## src/rtl/bcd_pkg.sv

```systemverilog
// Shared constants, counter sizing and FSM state type for the sequential binary-to-BCD engine.
// Pure declarations: no latency, no flow control.
package bcd_pkg;

  localparam int BCD_DIGIT_W = 4;
  localparam logic [BCD_DIGIT_W-1:0] ADJ_THRESHOLD = 4'd5;
  localparam logic [BCD_DIGIT_W-1:0] ADJ_VALUE = 4'd3;

  // The counter only ever holds WORD_LENGTH-1, so $clog2 of the width is enough.
  function automatic int cnt_width(input int wordLength);
    return (wordLength <= 2) ? 1 : $clog2(wordLength);
  endfunction

  typedef enum logic {
    IDLE  = 1'b0,
    SHIFT = 1'b1
  } state_t;

endpackage

```

## src/rtl/bin2bcd_seq_if.sv

```systemverilog
// Start/busy/done request and result bundle of bin2bcd_seq; the requester drives master.
// Latency and backpressure are defined by the converter: start is ignored while busy is high.
interface bin2bcd_seq_if
  import bcd_pkg::*;
#(
  parameter int WORD_LENGTH = 16,
  parameter int DIGITS      = 5
);

  logic                           start;
  logic                           is_signed;
  logic [WORD_LENGTH-1:0]         bin;
  logic                           busy;
  logic                           done;
  logic [BCD_DIGIT_W*DIGITS-1:0]  bcd;
  logic                           negative;
  logic                           ovf;

  modport master (
    output start,
    output is_signed,
    output bin,
    input  busy,
    input  done,
    input  bcd,
    input  negative,
    input  ovf
  );

  modport slave (
    input  start,
    input  is_signed,
    input  bin,
    output busy,
    output done,
    output bcd,
    output negative,
    output ovf
  );

endinterface

```

## src/rtl/bcd_digit_adj.sv

```systemverilog
// One double-dabble correction cell: a BCD digit of 5 or more gets 3 added before the shift.
// Purely combinational, zero latency, no flow control.
module bcd_digit_adj
  import bcd_pkg::*;
(
  input  logic [BCD_DIGIT_W-1:0] digitIn,
  output logic [BCD_DIGIT_W-1:0] digitOut
);

  always_comb begin
    digitOut = digitIn;
    if (digitIn >= ADJ_THRESHOLD) begin
      digitOut = digitIn + ADJ_VALUE;
    end
  end

endmodule

```

## src/rtl/bin2bcd_seq.sv

```systemverilog
// Iterative signed/unsigned binary-to-BCD converter (shift-and-add-3, one bit per clock).
// Result and done pulse follow WORD_LENGTH edges after start is sampled; start is ignored while busy.
module bin2bcd_seq
  import bcd_pkg::*;
#(
  parameter int WORD_LENGTH = 16,
  parameter int DIGITS      = 5
)(
  input  logic          clk,
  input  logic          reset,
  bin2bcd_seq_if.slave  bus
);

  localparam int CW = cnt_width(WORD_LENGTH);
  localparam int BW = BCD_DIGIT_W * DIGITS;
  localparam logic [CW-1:0] CNT_INIT = CW'(WORD_LENGTH - 1);
  localparam logic [CW-1:0] CNT_ONE  = CW'(1);
  localparam logic [BW-1:0] ALL_NINES = {DIGITS{4'd9}};
  localparam logic [WORD_LENGTH-1:0] MAG_ONE = WORD_LENGTH'(1);

  state_t                 state;
  logic [CW-1:0]          count;
  logic [BW-1:0]          digits;
  logic [WORD_LENGTH-1:0] mag;
  logic                   negInt;
  logic                   ovfInt;

  logic                   busyR;
  logic                   doneR;
  logic [BW-1:0]          bcdR;
  logic                   negR;
  logic                   ovfR;

  logic                   startNeg;
  logic [WORD_LENGTH-1:0] startMag;
  logic [BW-1:0]          adjDigits;
  logic [BW-1:0]          nextDigits;
  logic [WORD_LENGTH-1:0] nextMag;
  logic                   nextOvf;

  // The most negative operand negates onto itself, which read as unsigned is the right magnitude.
  assign startNeg = bus.is_signed & bus.bin[WORD_LENGTH-1];
  assign startMag = startNeg ? (~bus.bin + MAG_ONE) : bus.bin;

  for (genvar g = 0; g < DIGITS; g++) begin : gAdj
    bcd_digit_adj uAdj (
      .digitIn  (digits[g*BCD_DIGIT_W +: BCD_DIGIT_W]),
      .digitOut (adjDigits[g*BCD_DIGIT_W +: BCD_DIGIT_W])
    );
  end

  // A one leaving the top digit means the value no longer fits in DIGITS digits.
  assign nextDigits = {adjDigits[BW-2:0], mag[WORD_LENGTH-1]};
  assign nextMag    = {mag[WORD_LENGTH-2:0], 1'b0};
  assign nextOvf    = ovfInt | adjDigits[BW-1];

  always_ff @(posedge clk or posedge reset) begin
    if (reset) begin
      state  <= IDLE;
      count  <= '0;
      digits <= '0;
      mag    <= '0;
      negInt <= 1'b0;
      ovfInt <= 1'b0;
      busyR  <= 1'b0;
      doneR  <= 1'b0;
      bcdR   <= '0;
      negR   <= 1'b0;
      ovfR   <= 1'b0;
    end else begin
      doneR <= 1'b0;
      case (state)
        IDLE: begin
          if (bus.start) begin
            mag    <= startMag;
            negInt <= startNeg;
            digits <= '0;
            ovfInt <= 1'b0;
            count  <= CNT_INIT;
            busyR  <= 1'b1;
            state  <= SHIFT;
          end
        end
        SHIFT: begin
          digits <= nextDigits;
          mag    <= nextMag;
          ovfInt <= nextOvf;
          count  <= count - CNT_ONE;
          if (count == '0) begin
            bcdR  <= nextOvf ? ALL_NINES : nextDigits;
            negR  <= negInt;
            ovfR  <= nextOvf;
            doneR <= 1'b1;
            busyR <= 1'b0;
            state <= IDLE;
          end
        end
        default: state <= IDLE;
      endcase
    end
  end

  assign bus.busy     = busyR;
  assign bus.done     = doneR;
  assign bus.bcd      = bcdR;
  assign bus.negative = negR;
  assign bus.ovf      = ovfR;

endmodule
```

## src/flat_wrapper.sv

```systemverilog
// flat-port wrapper written by rule: the top's interface ports become plain ports
module bin2bcd_seq_flat import bcd_pkg::*;
#(
  parameter int WORD_LENGTH = 16,
  parameter int DIGITS      = 5
)
  (clk, reset, bus_start, bus_is_signed, bus_bin, bus_busy, bus_done, bus_bcd, bus_negative, bus_ovf);
  bin2bcd_seq_if #(.WORD_LENGTH(WORD_LENGTH), .DIGITS(DIGITS)) bus_i ();
  input  logic clk;
  input  logic reset;
  input wire logic [$bits(bus_i.start)-1:0] bus_start;
  input wire logic [$bits(bus_i.is_signed)-1:0] bus_is_signed;
  input wire logic [$bits(bus_i.bin)-1:0] bus_bin;
  output wire logic [$bits(bus_i.busy)-1:0] bus_busy;
  output wire logic [$bits(bus_i.done)-1:0] bus_done;
  output wire logic [$bits(bus_i.bcd)-1:0] bus_bcd;
  output wire logic [$bits(bus_i.negative)-1:0] bus_negative;
  output wire logic [$bits(bus_i.ovf)-1:0] bus_ovf;
  assign bus_i.start = bus_start;
  assign bus_i.is_signed = bus_is_signed;
  assign bus_i.bin = bus_bin;
  assign bus_busy = bus_i.busy;
  assign bus_done = bus_i.done;
  assign bus_bcd = bus_i.bcd;
  assign bus_negative = bus_i.negative;
  assign bus_ovf = bus_i.ovf;
  bin2bcd_seq #(.WORD_LENGTH(WORD_LENGTH), .DIGITS(DIGITS)) u_core (.clk(clk), .reset(reset), .bus(bus_i));
endmodule
```

## config.mk

```make
export PLATFORM = sky130hd
export DESIGN_NAME = bin2bcd_seq_flat
export DESIGN_NICKNAME = d
export VERILOG_FILES = /design/src/rtl/bcd_pkg.sv /design/src/rtl/bin2bcd_seq_if.sv /design/src/rtl/bcd_digit_adj.sv /design/src/rtl/bin2bcd_seq.sv /design/src/flat_wrapper.sv
export SDC_FILE = /design/constraint.sdc
export NUM_CORES = 1
export LEC_CHECK = 0
export CORE_MARGIN = 5
export CORE_UTILIZATION = 50
export CTS_CLUSTER_SIZE = 12
export DETAILED_ROUTE_END_ITERATION = 10
export PLACE_DENSITY_LB_ADDON = 0.12
export SYNTH_ARGS = -nofsm -noshare
export SYNTH_HDL_FRONTEND = slang
export SYNTH_HIERARCHICAL = 1
export SYNTH_SLANG_ARGS = --single-unit
```

## constraint.sdc

```tcl
create_clock -name clk -period 2.5 [get_ports clk]
set_input_delay 0.25 -clock clk [delete_from_list [all_inputs] [get_ports clk]]
set_output_delay 0.25 -clock clk [all_outputs]
set_load 0.03 [all_outputs]
```

* Word-level counts from Yosys, hierarchy flattened
Cells that the tools add are included. W data, S select, Z words.
Operators by class: bitwise gates (word level) 4, magnitude comparators 5, equal/unequal tests 2, reduce and logical (&&, ||, !) cells 4, add/sub/neg operators 7, muxes and demuxes 23
Operators by type and width (count):
- $mux W20 | 2
- $pmux W20 S2 | 1
- $mux W16 | 2
- $pmux W16 S2 | 1
- $mux W4 | 6
- $add A4 B2 Y4 const B | 5
- $ge A4 B3 Y1 const B | 5
- $add A16 B1 Y16 const B | 1
- $not A16 Y16 | 1
- $pmux W4 S2 | 1
- $mux W1 | 7
- $pmux W1 S2 | 3
- $reduce_and A2 Y1 | 3
- $logic_not A4 Y1 | 1
- $ne A2 B2 Y1 const B | 2
- $sub A4 B1 Y4 const B | 1
- $and A1 B1 Y1 | 1
- $not A1 Y1 | 1
- $or A1 B1 Y1 | 1
Word-level totals: word-level logic and storage cells 56, flip-flop bits (word level) 67, bits of input ports 20, output and inout port bits 24

* Depth between registers and ports, before layout
depth in word-level cells 5, depth in mapped cells 8, mapped depth without buffers 7

* Modules after synthesis
The synthesis kept the hierarchy.
Modules (own cells, without submodules):
- bin2bcd_seq | area each 2985.4 um^2, cells an instance 286, instances 1
- bcd_digit_adj | area each 101.3 um^2, cells an instance 16, instances 5

* Worst setup path before layout
No wires, ideal clock.
path type reg2reg, from reg u_core.count[0], to reg u_core.bcdR[0], in the netlist u_core/bus.bcd[0], stages on the path, launching flop included 8, arrival 1.611 ns, clock period less this slack 1.733 ns, data required time 2.379 ns, slack 0.767 ns, path through dfrtp_1 > inv_1 > ha_1 > nand2_2 > or3_4 > or3_1 > buf_6 > o22a_1
On the way: word-level cells in the longest chain between the ends 2
Ends and longest elaborated chain:
- from (decl) | line bin2bcd_seq.sv:22 | logic [CW-1:0] count;
- from (signal assigned) | line bin2bcd_seq.sv:88 | count <= count - CNT_ONE;
- $logic_not A4 Y1 | line bin2bcd_seq.sv:89 | if (count == '0) begin
- $reduce_and A2 Y1 (no source line)
- to (signal assigned) | line bin2bcd_seq.sv:90 | bcdR <= nextOvf ? ALL_NINES : nextDigits;
- to (decl) | line bin2bcd_seq.sv:30 | logic [BW-1:0] bcdR;
No other way between the ends. A chain may end at the register's enable or synchronous reset.

* Worst setup path in the final report
from reg u_core.count[0], to reg u_core.bcdR[11], in the netlist u_core/bus.bcd[11]
Same word-level chain as after synthesis.

==> metrics.md <==
| Metric | Value |
|---|---|
| Outcome | `completed` |
| Footprint of the multi-input gates | `between 1500 and 2000 µm²` |
| Synth Area in XOR/XNOR | `~4%` |
| Worst Setup SP | `u_core/count[0]` |
| Post-synthesis mux area share | `around 2.6%` |
| Post-synth cell types | `39` |
| Ys flop type | `dfrtp_1` |
| Die W | `slightly above 90 µm` |
| Adder-cell area share of the yosys netlist | `about 4.3%` |
| First-pass GRT wire length | `approximately 13000 µm` |
| Max Fclk | `501 MHz` |
| Grt ovf | `0` |
| CTS Buf Count | `9` |
| Startpoint types | `register` |
| Final hold violations | `0` |
| ANT cells | `0` |
| Bufs and invs on worst path | `1` |
| Mapped Nets | `about 400` |
| Fillers | `around 600` |
| GR Util All Layers | `18.4%` |
| Max FO, Critical Path | `14` |
| Period utilization | `79.8%` |
| Clock period minus worst slack | `around 2.0 ns` |
| CP endpoint kind | `register` |
| Worst-path cell chain | `inv_1 > ha_1 > nand2_2 > or3_4 > or3_1 > o22a_1` |
| Max Slew Vio Count | `0` |
| Dpl hpwl | `roughly 5300 µm` |
| Vias in the first global route | `about 2600` |
| Drt first pass iters | `4` |
| Relative slew slack | `63.0%` |
| RSZ-0062 raised after global routing | `no` |
| CP max stage cell | `or3_1` |
| Syn_area_per_cell | `roughly 9.5 µm²` |
| CP delay by family, top | `simple AND/OR/NAND/NOR gates` |
| Synthesis Warnings | `6` |
| Largest net degree at the start of global routing | `50` |
| Postcts setup bufs | `0` |
| Clock-pin slew on the worst setup and hold paths | `around 0.070 ns` |
| Met3 usage | `3.30%` |
| FF/Latch Area | `~1700 µm²` |
| Initial drt markers | `a little under 70` |
| CTS tree | `built` |
| Largest stage delay, worst path | `0.52 ns` |
| Post-route ant nets | `0` |
| Synthesized instance count | `approximately 370` |
| Fin nets | `roughly 440` |
| Root Buffer | `clkbuf_8` |
| Vias | `~2800` |
| Power Dens Cells | `~1200 nW/µm²` |
| Place WS | `roughly 0.50 ns` |
| Flops & latches, synth | `67` |
| Core area | `a little under 7000 µm²` |
| Hold crit path type | `in -> async` |
| Largest family of logic cells by synthesized area | `compound AO/OA/AOI/OAI gates` |
| Post-cts resize count | `0` |
| RR Startpoint | `u_core/count[0]` |
| Post-synth EDFFs | `0` |
| Die Ht | `93.6 µm` |
| CTS max path bufs | `2` |
| Final instance area | `4190 µm²` |
| Max IR drop VDD | `0.472 mV` |
| Final WS setup | `0.504 ns` |
| PortBufs | `43` |
| I/O Pins | `44` |
| WS Path Type | `reg -> reg` |
| Post-DR wirelength/cell | `14.6 µm` |
| Setup violators final | `0` |
| Synth Area in Compound Gates | `roughly a fifth` |
| Routed wire length | `between 7000 and 8000 µm` |
| Synth top area share | `48.0%` |
| Top post-synthesis cells by area | `dfrtp_1 48%, nand2_1 5.1%, o21ai_0 4.9%, a22o_1 4.8%, ha_1 4.3%` |
| Clock latency on the worst-skew pair | `roughly 0.34 ns` |
| RePlAce Congestion | `between 0.8 and 0.9` |
| Initial antenna violation count | `0` |
| Die ar. | `approximately 9000 µm²` |
| CTS sink cnt | `between 60 and 70` |
| Met2 Use GR | `roughly 28%` |
| Htree depth | `3` |
| Synth Cell Area | `about 3500 µm²` |
| Setup TNS | `0 ns` |
| GR peak layer | `met2` |
| Rows | `30` |
| Remaining DRCs | `0` |
| WP data required | `~2.7 ns` |
| Number of hold buffers added after cts | `0` |
| CP arrival | `between 2 and 2.5 ns` |
| Routed vias/inst | `~5.4` |
| Synth Area in Simple Gates | `17.5%` |
| Met1 GRT Util | `26.1%` |
| Cell leakage power | `1.83 nW` |
| FFs w/ async S/R, synth | `100%` |
| Layout cell share with drive strength beyond 1 | `under 10%` |
| Max cap viols | `0` |
| Initial Utilization | `between 50% and 60%` |
| Cell accounting for the most synthesized area | `dfrtp_1` |
| Worst-Margin Slew | `around 0.55 ns` |
| Placed Instance Area | `slightly above 4000 µm²` |
| Post-route clock skew | `roughly 0.0084 ns` |
| P&R area growth vs syn | `19.9%` |
| Post-synthesis sequential area ratio | `between 40% and 50%` |
[path summary, 6_finish.rpt]
path	endpoint	slack, ns	depth (start not counted)
hold / removal	u_core/digits[3]	0.28	2
min in group clk	u_core/mag[8]	0.48	2
setup reg to reg	u_core/bus.bcd[11]	0.50	6
hold reg to reg	u_core/mag[8]	0.48	2
setup / recovery	u_core/bus.bcd[11]	0.50	6
max in group asynchronous	u_core/state	1.59	3
[power breakdown]
part / internal (W) / leakage (nW) / total, W / switching, W
logic: 0.00105 / 0.925 / 0.00231 / 0.00126
clock network: 0.000357 / 0.0812 / 0.000749 / 0.000392
registers: 0.00152 / 0.825 / 0.00186 / 0.000343
total: 0.00293 / 1.83 / 0.00493 / 0.00200
[cells in the final DEF (no fill, tap or decap), types with 6 or more instances in the layout]
cell	netlist	layout
a21oi_1	20	20
a22o_1	19	19
buf_4	1	8
clkbuf_8	0	9
clkdlybuf4s50_1	0	43
dfrtp_1	67	66
ha_1	12	12
inv_1	17	16
mux2i_1	9	9
nand2_1	47	47
nand2b_1	23	23
nor2_1	24	24
nor3_1	6	6
o21ai_0	34	34
o22a_1	11	11
xnor2_1	9	9
xor2_1	7	7
[logic make-up after synthesis]
group           count (synthesis)
buf+inv                        37
fa+ha+maj                      12
xor+xnor                       16
simple gates                  122
flops                          67
compound gates                103
mux                             9
[layout make-up]
| type | count | share of cell area, % |
|---|---|---|
| flip-flops and latches | 67 | 40.1 |
| multi-input cells | 262 | 39.7 |
| repair buffers | 52 | 12.2 |
| clock buffers | 13 | 3.32 |
| well taps | 96 | 2.87 |
| inverters | 17 | 1.52 |
| clock inverters | 3 | 0.359 |
[cells in the mapped netlist (3+ instances only)]
library cell and n:
a21oi_1 20, a21oi_2 5, a22o_1 19, buf_2 3, clkbuf_1 14, dfrtp_1 67, ha_1 12, inv_1 17
mux2i_1 9, nand2_1 47, nand2b_1 23, nor2_1 24, nor2b_1 3, nor3_1 6, nor3b_1 5, o21ai_0 34
o21ai_1 5, o22a_1 11, o31ai_1 3, or3_1 3, xnor2_1 9, xor2_1 7
[sequential cells by signal, summed over array words and instances, names as in the netlist, 4 cells and up]
register        count
u_core/count        4
u_core/mag         16
u_core/digits      20
u_core/bus.bcd     20
[layer usage]
layer  vias to the layer above  share of wire (%)
met5                         -                  0
met4                         0                1.2
met3                         9                4.1
met2                        56                 47
met1                      1335                 48
li1                       1354                  -
[per-stage QoR]
stage	std cells	util [%]	hold WS, ns	power, W
after floorplan	366	-	0.406	0.00351
after global placement	494	59.4	0.457	0.00412
after detailed placement	494	59.4	0.465	0.00420
after CTS	510	61.6	0.283	0.00498
after global routing	510	61.6	0.301	0.00534
final	510	61.6	0.277	0.00493
Note: power is estimated with default switching activity, not from simulation.
